### config.mk
export PLATFORM = sky130hd
export DESIGN_NAME = axi_master
export DESIGN_NICKNAME = d
export VERILOG_FILES = /design/src/rtl/ysyx_23060251_axi_pkg.sv /design/src/rtl/axi_mst_watchdog.sv /design/src/rtl/axi_master.sv
export SDC_FILE = /design/constraint.sdc
export NUM_CORES = 1
export LEC_CHECK = 0
export CAP_MARGIN = 10
export CORE_ASPECT_RATIO = 0.75
export CORE_MARGIN = 2
export CORE_UTILIZATION = 41
export CTS_BUF_LIST = sky130_fd_sc_hd__clkbuf_16
export DETAILED_ROUTE_END_ITERATION = 16
export PLACE_DENSITY = 0.85
export SLEW_MARGIN = 0
export SYNTH_ARGS = -nofsm -noshare
export SYNTH_HDL_FRONTEND = slang
export SYNTH_SLANG_ARGS = --single-unit
### constraint.sdc
create_clock -name clk_i -period 2.86 [get_ports clk_i]
set_input_delay 0.572 -clock clk_i [delete_from_list [all_inputs] [get_ports clk_i]]
set_output_delay 0.572 -clock clk_i [all_outputs]
set_load 0.02 [all_outputs]
### src/rtl/ysyx_23060251_axi_pkg.sv
// Shared AXI-lite response codes and request-FSM state encoding for axi_master.
package ysyx_23060251_axi_pkg;

  localparam logic [1:0] RESP_OKAY   = 2'b00;
  localparam logic [1:0] RESP_EXOKAY = 2'b01;
  localparam logic [1:0] RESP_SLVERR = 2'b10;
  localparam logic [1:0] RESP_DECERR = 2'b11;

  typedef enum logic [2:0] {
    ST_IDLE,
    ST_RD_ADDR,
    ST_RD_DATA,
    ST_WR_REQ,
    ST_WR_RESP,
    ST_RESP
  } axi_state_e;

  // States in which the master is waiting on the slave.
  function automatic logic is_bus_wait(axi_state_e s);
    return (s == ST_RD_ADDR) || (s == ST_RD_DATA) || (s == ST_WR_REQ) || (s == ST_WR_RESP);
  endfunction

endpackage

### src/rtl/axi_mst_watchdog.sv
// Bus-wait cycle counter for axi_master; only instantiated when
// YSYX_23060251_AXI_TIMEOUT_EN is defined.
module axi_mst_watchdog #(
  parameter int TIMEOUT_CYC = 1024
) (
  input  logic clk_i,
  input  logic rst_i,
  input  logic i_en,
  input  logic i_clear,
  output logic o_timeout
);

  localparam int CNT_W = $clog2(TIMEOUT_CYC + 1);

  logic [CNT_W-1:0] r_cnt;

  always_ff @(posedge clk_i or negedge rst_i) begin
    if (!rst_i)       r_cnt <= '0;
    else if (i_clear) r_cnt <= '0;
    else if (i_en)    r_cnt <= r_cnt + CNT_W'(1);
  end

  // Fires on the last waiting cycle so the FSM leaves after exactly TIMEOUT_CYC cycles.
  assign o_timeout = i_en && (r_cnt == CNT_W'(TIMEOUT_CYC - 1));

endmodule

### src/rtl/axi_master.sv
// Single-outstanding request-to-AXI-lite master with registered outputs.
// Optional bus watchdog enabled by defining YSYX_23060251_AXI_TIMEOUT_EN.
module axi_master
  import ysyx_23060251_axi_pkg::*;
#(
  parameter int ADDR_W      = 32,
  parameter int DATA_W      = 32,
  parameter int TIMEOUT_CYC = 1024
) (
  input  logic                clk_i,
  input  logic                rst_i,
  input  logic                req_valid_i,
  output logic                req_ready_o,
  input  logic                req_we_i,
  input  logic [ADDR_W-1:0]   req_addr_i,
  input  logic [DATA_W-1:0]   req_wdata_i,
  input  logic [DATA_W/8-1:0] req_wstrb_i,
  output logic                rsp_valid_o,
  input  logic                rsp_ready_i,
  output logic [DATA_W-1:0]   rsp_rdata_o,
  output logic                rsp_err_o,
  output logic                mst_ar_valid_o,
  output logic [ADDR_W-1:0]   mst_ar_addr_o,
  input  logic                mst_ar_ready_i,
  input  logic                mst_r_valid_i,
  input  logic [DATA_W-1:0]   mst_r_data_i,
  input  logic [1:0]          mst_r_resp_i,
  output logic                mst_r_ready_o,
  output logic                mst_aw_valid_o,
  output logic [ADDR_W-1:0]   mst_aw_addr_o,
  input  logic                mst_aw_ready_i,
  output logic                mst_w_valid_o,
  output logic [DATA_W-1:0]   mst_w_data_o,
  output logic [DATA_W/8-1:0] mst_w_strb_o,
  input  logic                mst_w_ready_i,
  input  logic                mst_b_valid_i,
  input  logic [1:0]          mst_b_resp_i,
  output logic                mst_b_ready_o
);

  localparam int STRB_W = DATA_W / 8;

  if (TIMEOUT_CYC < 1) begin : g_bad_timeout
    $error("axi_master: TIMEOUT_CYC must be at least 1");
  end

  axi_state_e        r_state, w_state_n;
  logic              r_req_ready, r_ar_valid, r_r_ready, r_aw_valid, r_w_valid, r_b_ready;
  logic              r_rsp_valid, r_rsp_err;
  logic [ADDR_W-1:0] r_addr;
  logic [DATA_W-1:0] r_wdata, r_rdata;
  logic [STRB_W-1:0] r_wstrb;
  logic              w_accept, w_aw_done, w_w_done, w_timeout;

  assign w_accept  = r_req_ready && req_valid_i;
  assign w_aw_done = !r_aw_valid || mst_aw_ready_i;
  assign w_w_done  = !r_w_valid  || mst_w_ready_i;

`ifdef YSYX_23060251_AXI_TIMEOUT_EN
  logic w_busy, w_state_change;
  assign w_busy         = is_bus_wait(r_state);
  assign w_state_change = (w_state_n != r_state);

  axi_mst_watchdog #(.TIMEOUT_CYC(TIMEOUT_CYC)) u_watchdog (
    .clk_i     (clk_i),
    .rst_i     (rst_i),
    .i_en      (w_busy),
    .i_clear   (w_state_change),
    .o_timeout (w_timeout)
  );
`else
  assign w_timeout = 1'b0;
`endif

  // NOTE: next state gets its default first, so no path through the case leaves it unassigned (no latch).
  always_comb begin
    w_state_n = r_state;
    case (r_state)
      ST_IDLE:    if (w_accept) w_state_n = req_we_i ? ST_WR_REQ : ST_RD_ADDR;
      ST_RD_ADDR: if (mst_ar_ready_i) w_state_n = ST_RD_DATA;
      ST_RD_DATA: if (mst_r_valid_i) w_state_n = ST_RESP;
      ST_WR_REQ:  if (w_aw_done && w_w_done) w_state_n = ST_WR_RESP;
      ST_WR_RESP: if (mst_b_valid_i) w_state_n = ST_RESP;
      ST_RESP:    if (r_rsp_valid && rsp_ready_i) w_state_n = ST_IDLE;
      default:    w_state_n = ST_IDLE;
    endcase
    if (w_timeout) w_state_n = ST_RESP;
  end

  // NOTE: state and registered outputs use non-blocking assignments so every flop samples pre-edge values.
  always_ff @(posedge clk_i or negedge rst_i) begin
    if (!rst_i) begin
      r_state     <= ST_IDLE;
      r_req_ready <= 1'b1;
      r_ar_valid  <= 1'b0;
      r_r_ready   <= 1'b0;
      r_aw_valid  <= 1'b0;
      r_w_valid   <= 1'b0;
      r_b_ready   <= 1'b0;
      r_rsp_valid <= 1'b0;
    end else begin
      r_state     <= w_state_n;
      r_req_ready <= (w_state_n == ST_IDLE);
      r_ar_valid  <= (w_state_n == ST_RD_ADDR);
      r_r_ready   <= (w_state_n == ST_RD_DATA);
      // AW and W rise together on entry, then each clears on its own handshake.
      r_aw_valid  <= (w_state_n == ST_WR_REQ) &&
                     ((r_state != ST_WR_REQ) || (r_aw_valid && !mst_aw_ready_i));
      r_w_valid   <= (w_state_n == ST_WR_REQ) &&
                     ((r_state != ST_WR_REQ) || (r_w_valid && !mst_w_ready_i));
      r_b_ready   <= (w_state_n == ST_WR_RESP);
      r_rsp_valid <= (r_state == ST_RESP) && (w_state_n == ST_RESP);
    end
  end

  always_ff @(posedge clk_i or negedge rst_i) begin
    if (!rst_i) begin
      r_addr    <= '0;
      r_wdata   <= '0;
      r_wstrb   <= '0;
      r_rdata   <= '0;
      r_rsp_err <= 1'b0;
    end else begin
      if (w_accept) begin
        r_addr  <= req_addr_i;
        r_wdata <= req_wdata_i;
        r_wstrb <= req_wstrb_i;
      end
      if (w_timeout) begin
        r_rdata   <= '0;
        r_rsp_err <= 1'b1;
      end else if ((r_state == ST_RD_DATA) && mst_r_valid_i) begin
        r_rdata   <= mst_r_data_i;
        r_rsp_err <= (mst_r_resp_i != RESP_OKAY);
      end else if ((r_state == ST_WR_RESP) && mst_b_valid_i) begin
        r_rdata   <= '0;
        r_rsp_err <= (mst_b_resp_i != RESP_OKAY);
      end
    end
  end

  assign req_ready_o    = r_req_ready;
  assign rsp_valid_o    = r_rsp_valid;
  assign rsp_rdata_o    = r_rdata;
  assign rsp_err_o      = r_rsp_err;
  assign mst_ar_valid_o = r_ar_valid;
  assign mst_ar_addr_o  = r_addr;
  assign mst_r_ready_o  = r_r_ready;
  assign mst_aw_valid_o = r_aw_valid;
  assign mst_aw_addr_o  = r_addr;
  assign mst_w_valid_o  = r_w_valid;
  assign mst_w_data_o   = r_wdata;
  assign mst_w_strb_o   = r_wstrb;
  assign mst_b_ready_o  = r_b_ready;

endmodule

; ---- Yosys cells after proc, flatten, opt, wreduce, memory -nomap -nowiden
; Index checks and enable logic that the tools add are counted.
; Widths: inputs -> output; s select.
[classes]
eq_ne = 11
n_mux = 12
reduce_logical = 23
[ops]
columns = cell, n
row1 = $mux 32, 2
row2 = $mux 3, 6
row3 = $pmux 3 s6, 1
row4 = $eq 3x2->1 const B, 4
row5 = $eq 3x3->1 const B, 4
row6 = $logic_and 1x1->1, 10
row7 = $eq 3x1->1 const B, 2
row8 = $logic_not 3->1, 2
row9 = $reduce_bool 2->1, 3
row10 = $logic_not 1->1, 4
row11 = $logic_or 1x1->1, 4
row12 = $ne 3x2->1 const B, 1
row13 = $mux 1, 2
row14 = $mux 2, 1
[word_totals]
ff_bits = 111
inputBits = 114
out_inout_bits = 140
elab_cells = 59

; ---- Logic depth before layout (Yosys ltp)
[depth]
ltp_word = 7
depth_mapped = 6
ltp_nobuf = 4

; ---- Worst setup path after synthesis
; Ideal clock, no wire load.
[synth_timing]
path_kind = input port to flip-flop
from = input port mst_r_valid_i
to = register r_ar_valid, in the netlist mst_ar_valid_o
setup_ns = 0.133
arrival_ns = 1.441
setup_slack_ns = 1.286
path_stages = 5
cell_sequence = nor4bb_2 buf_6 a31oi_4 nand4_4 nor3b_2
[synth_between]
elab_chain_len = 3
[synth_rtl]
columns = element, line
row1 = "start, declared", axi_master.sv:25  ; input logic mst_r_valid_i,
row2 = $mux 3, axi_master.sv:81  ; ST_RD_DATA: if (mst_r_valid_i) w_state_n = ST_RESP;
row3 = $pmux 3 s6, axi_master.sv:78  ; case (r_state)
row4 = via w_state_n[0], axi_master.sv:47  ; axi_state_e r_state, w_state_n;
row5 = $eq 3x1->1, axi_master.sv:104  ; r_ar_valid <= (w_state_n == ST_RD_ADDR);
row6 = "end signal, assigned", axi_master.sv:104
row7 = "end, declared", axi_master.sv:48  ; logic r_req_ready, r_ar_valid, r_r_ready, r_aw_valid, r_w_valid, r_b_ready;
; The timed path passes the listed nets, and every way through them passes these cells.
; A chain may end at the register's enable or synchronous reset.

; ---- Worst setup path after layout
[layout_timing]
from = register r_req_ready, in the netlist req_ready_o
to = output port req_ready_o
[layout_rtl]
columns = element, line
row1 = "start, declared", axi_master.sv:48
row2 = "start signal, assigned", axi_master.sv:103  ; r_req_ready <= (w_state_n == ST_IDLE);
row3 = "end, declared", axi_master.sv:13  ; output logic req_ready_o,
; No word-level cell between the ends.

==> metrics <==
Die X=124 microns; Reg-to-Reg End=mst_b_ready_o; GRT Max-Usage Layer=met2; initial DRC count=132; Hold Buf Count CTS=0; final setup fails=0; YS warnings=0; worst min-delay path class=primary input to asynchronous set/reset pin; RSZ-0062 raised after global routing=false; critical path class=flip-flop to primary output; Post-Route WL=11,400 microns; nature of the critical path endpoint=primary output; WL/cell=17.4 microns; critical path, cell by cell=clkdlybuf4s50_1; Num CTS Buffers=9; VDD IR max=0.591 mV; routability cong.=0.814; Mapped Cells=296; DRT Pass-1 Iters=4; Longest Clk Path Bufs=2; area fraction of the dominant cell type after synthesis=0.619; R2R depth=5; CTS tree=done; WP data arrival=1.55 ns; total power per unit cell area=1220 nW/um^2; area grow syn2layout=61.8%; FF-to-FF Start=r_state[2]; worst setup path endpoint=req_ready_o; global route overflow=0; Final ANT Viol Nets=0; maximum fanout along the worst path=4; Resized cells post-CTS=0; placed cell areas=6900 sq um; Slew HR=0.507; Final Cell Area=7200 sq um; Max Slew Vio Count=0; Max Cap Viol=0; DIE AREA=11,700 sq um; worst skew pair latency=0.33 ns; Die Y=94.2 microns; Final HPWL DP=8710 microns; I/O pins=254; Slew @ Worst Pin=0.740 ns; mean post-synth cell area=15.0 sq um; vias in the first global route=3,374; Nets=634; # rows=32; effective utilization at floorplan=0.427; Fmax=0.471 GHz; CP startpoint=req_ready_o; GRT Overall Usage=0.195; fin util=0.691; cell area after synthesis=4450 sq um; number of remaining DRC errors=0; H-Tree Depth=3; antenna diode count=0; crit path max-delay cell type=clkdlybuf4s50_1; WP depth=1; core area=10,400 sq um; first-pass GRT wire length=17,800 microns; net count after synthesis=410; Worst Setup Start Kind=flip-flop; met3 usage=0.0638; leakage=3.04 nW; Synth Register Bits=111; final worst-path cycle share=0.742; largest stage delay on the critical path=0.62 ns; Vias=3,231; Area contributors post-synth=dfrtp_1 (62%), mux2_2 (17%), a22o_1 (6.3%); port buffer count=253; Final Critical Period=2.12 ns; post-synthesis sequential area ratio=0.625; pin count of the biggest net entering global routing=59; status=finished, final reports clean; initial antenna violation count=0; GR Layer Usage met1=0.233; clock slew seen by the registers of the worst setup and hold paths=0.07 ns; crit-path leading delay family=buffers and inverters; R2R setup slack=1.10 ns; post-synth top area cell=dfrtp_1; root buffer cell=clkbuf_16; final number of hold-violating endpoints=0; post-CTS setup buffers=0; Crit path buffers/inverters=1; distinct cell type count after synthesis=29; setup total negative slack=0 ns; met2 Track Usage GR=0.341; Clock Skew=0.00594 ns; Sink Count=111; share of layout cells above drive strength 1=0.188; vias per cell=4.91; Req. time, crit path=2.29 ns
-- Yosys cell counts --
cell / number
a21oi_1: 3
a22o_1: 32
a31oi_4: 1
and2_1: 1
and2b_2: 2
buf_2: 10
buf_4: 32
buf_6: 4
dfrtp_1: 110
dfstp_2: 1
inv_1: 1
mux2_2: 68
nand2_1: 4
nand2b_1: 1
nand3_1: 4
nand3b_1: 3
nand4_1: 1
nand4_4: 1
nor2_1: 5
nor2b_1: 3
nor3_1: 1
nor3_2: 1
nor3b_2: 1
nor4bb_2: 1
o21ai_1: 1
o21bai_4: 1
o31ai_1: 1
o31ai_2: 1
or3b_1: 1
-- registers in the layout, indices dropped and copies added (netlist names), 3 cells and up --
| register | cells |
|---|---|
| rsp_rdata_o | 32 |
| mst_ar_addr_o | 32 |
| mst_w_strb_o | 4 |
| r_state | 3 |
| mst_w_data_o | 32 |
-- through the flow --
step / setup slack (ns) / power (W) / hold slack [ns] / std cells
global route: 0.699 / 0.00924 / 0.336 / 658
global placement: 0.590 / 0.00748 / 0.478 / 645
finish: 0.739 / 0.00881 / 0.275 / 658
detailed placement: 0.560 / 0.00760 / 0.483 / 645
CTS: 0.722 / 0.00891 / 0.309 / 658
floorplan: 1.29 / 0.00545 / 0.276 / 296
-- routing by layer --
| metal | wire [microns] | vias to the layer above |
|---|---|---|
| met3 | 818 | 18 |
| met2 | 6000 | 147 |
| met4 | 155 | 0 |
| met5 | 0 | - |
| li1 | - | 1464 |
| met1 | 4460 | 1602 |
-- final cells by class --
class	instances	area (sq um)
fill	754	3210
clock inverter	4	72.6
multi-input combinational	138	1350
inverter	1	3.75
sequential	111	2780
clock buffer	9	225
tap	136	170
timing repair buffer	259	2600
-- worst min-delay path by stage --
stage / end / depth (start not counted)
floorplan: mst_ar_addr_o[0] / 0
global placement: rsp_err_o / 2
detailed placement: rsp_rdata_o[27] / 1
CTS: rsp_rdata_o[27] / 1
global route: rsp_rdata_o[27] / 1
finish: rsp_rdata_o[27] / 1
-- cells in the final DEF, fill, tap and decap left out --
master | netlist | routed
a21oi_1 | 3 | 3
a22o_1 | 32 | 32
a31oi_4 | 1 | 1
and2_1 | 1 | 1
and2b_2 | 2 | 2
buf_12 | 0 | 2
buf_4 | 32 | 5
bufinv_16 | 0 | 2
clkbuf_16 | 0 | 9
clkdlybuf4s50_1 | 0 | 252
clkinv_1 | 0 | 1
dfrtp_1 | 110 | 110
dfstp_2 | 1 | 1
inv_1 | 1 | 1
inv_6 | 0 | 1
mux2_2 | 68 | 68
nand2_1 | 4 | 3
nand2_4 | 0 | 1
nand2b_1 | 1 | 1
nand3_1 | 4 | 4
nand3b_1 | 3 | 3
nand4_1 | 1 | 1
nand4_4 | 1 | 1
nor2_1 | 5 | 5
nor2b_1 | 3 | 3
nor3_1 | 1 | 1
nor3_2 | 1 | 1
nor3b_2 | 1 | 1
nor4bb_4 | 0 | 1
o21ai_1 | 1 | 1
o21bai_4 | 1 | 1
o31ai_1 | 1 | 1
o31ai_2 | 1 | 1
or3b_1 | 1 | 1
-- cell families after synthesis --
logic type,count (synthesis),share of synthesized area
buffers and inverters,47,0.0762
AO/OA/AOI/OAI,40,0.0810
multiplexers,68,0.172
AND/OR/NAND/NOR,30,0.0461
flip-flops,111,0.625
-- power breakdown --
part / internal [W] / leakage [nW] / switching, W
combinational: 0.00249 / 1.52 / 0.00220
sequential: 0.00234 / 1.37 / 0.000520
clock: 0.000753 / 0.145 / 0.000515
total: 0.00558 / 3.04 / 0.00323
Power figures use the tool's default switching activity.
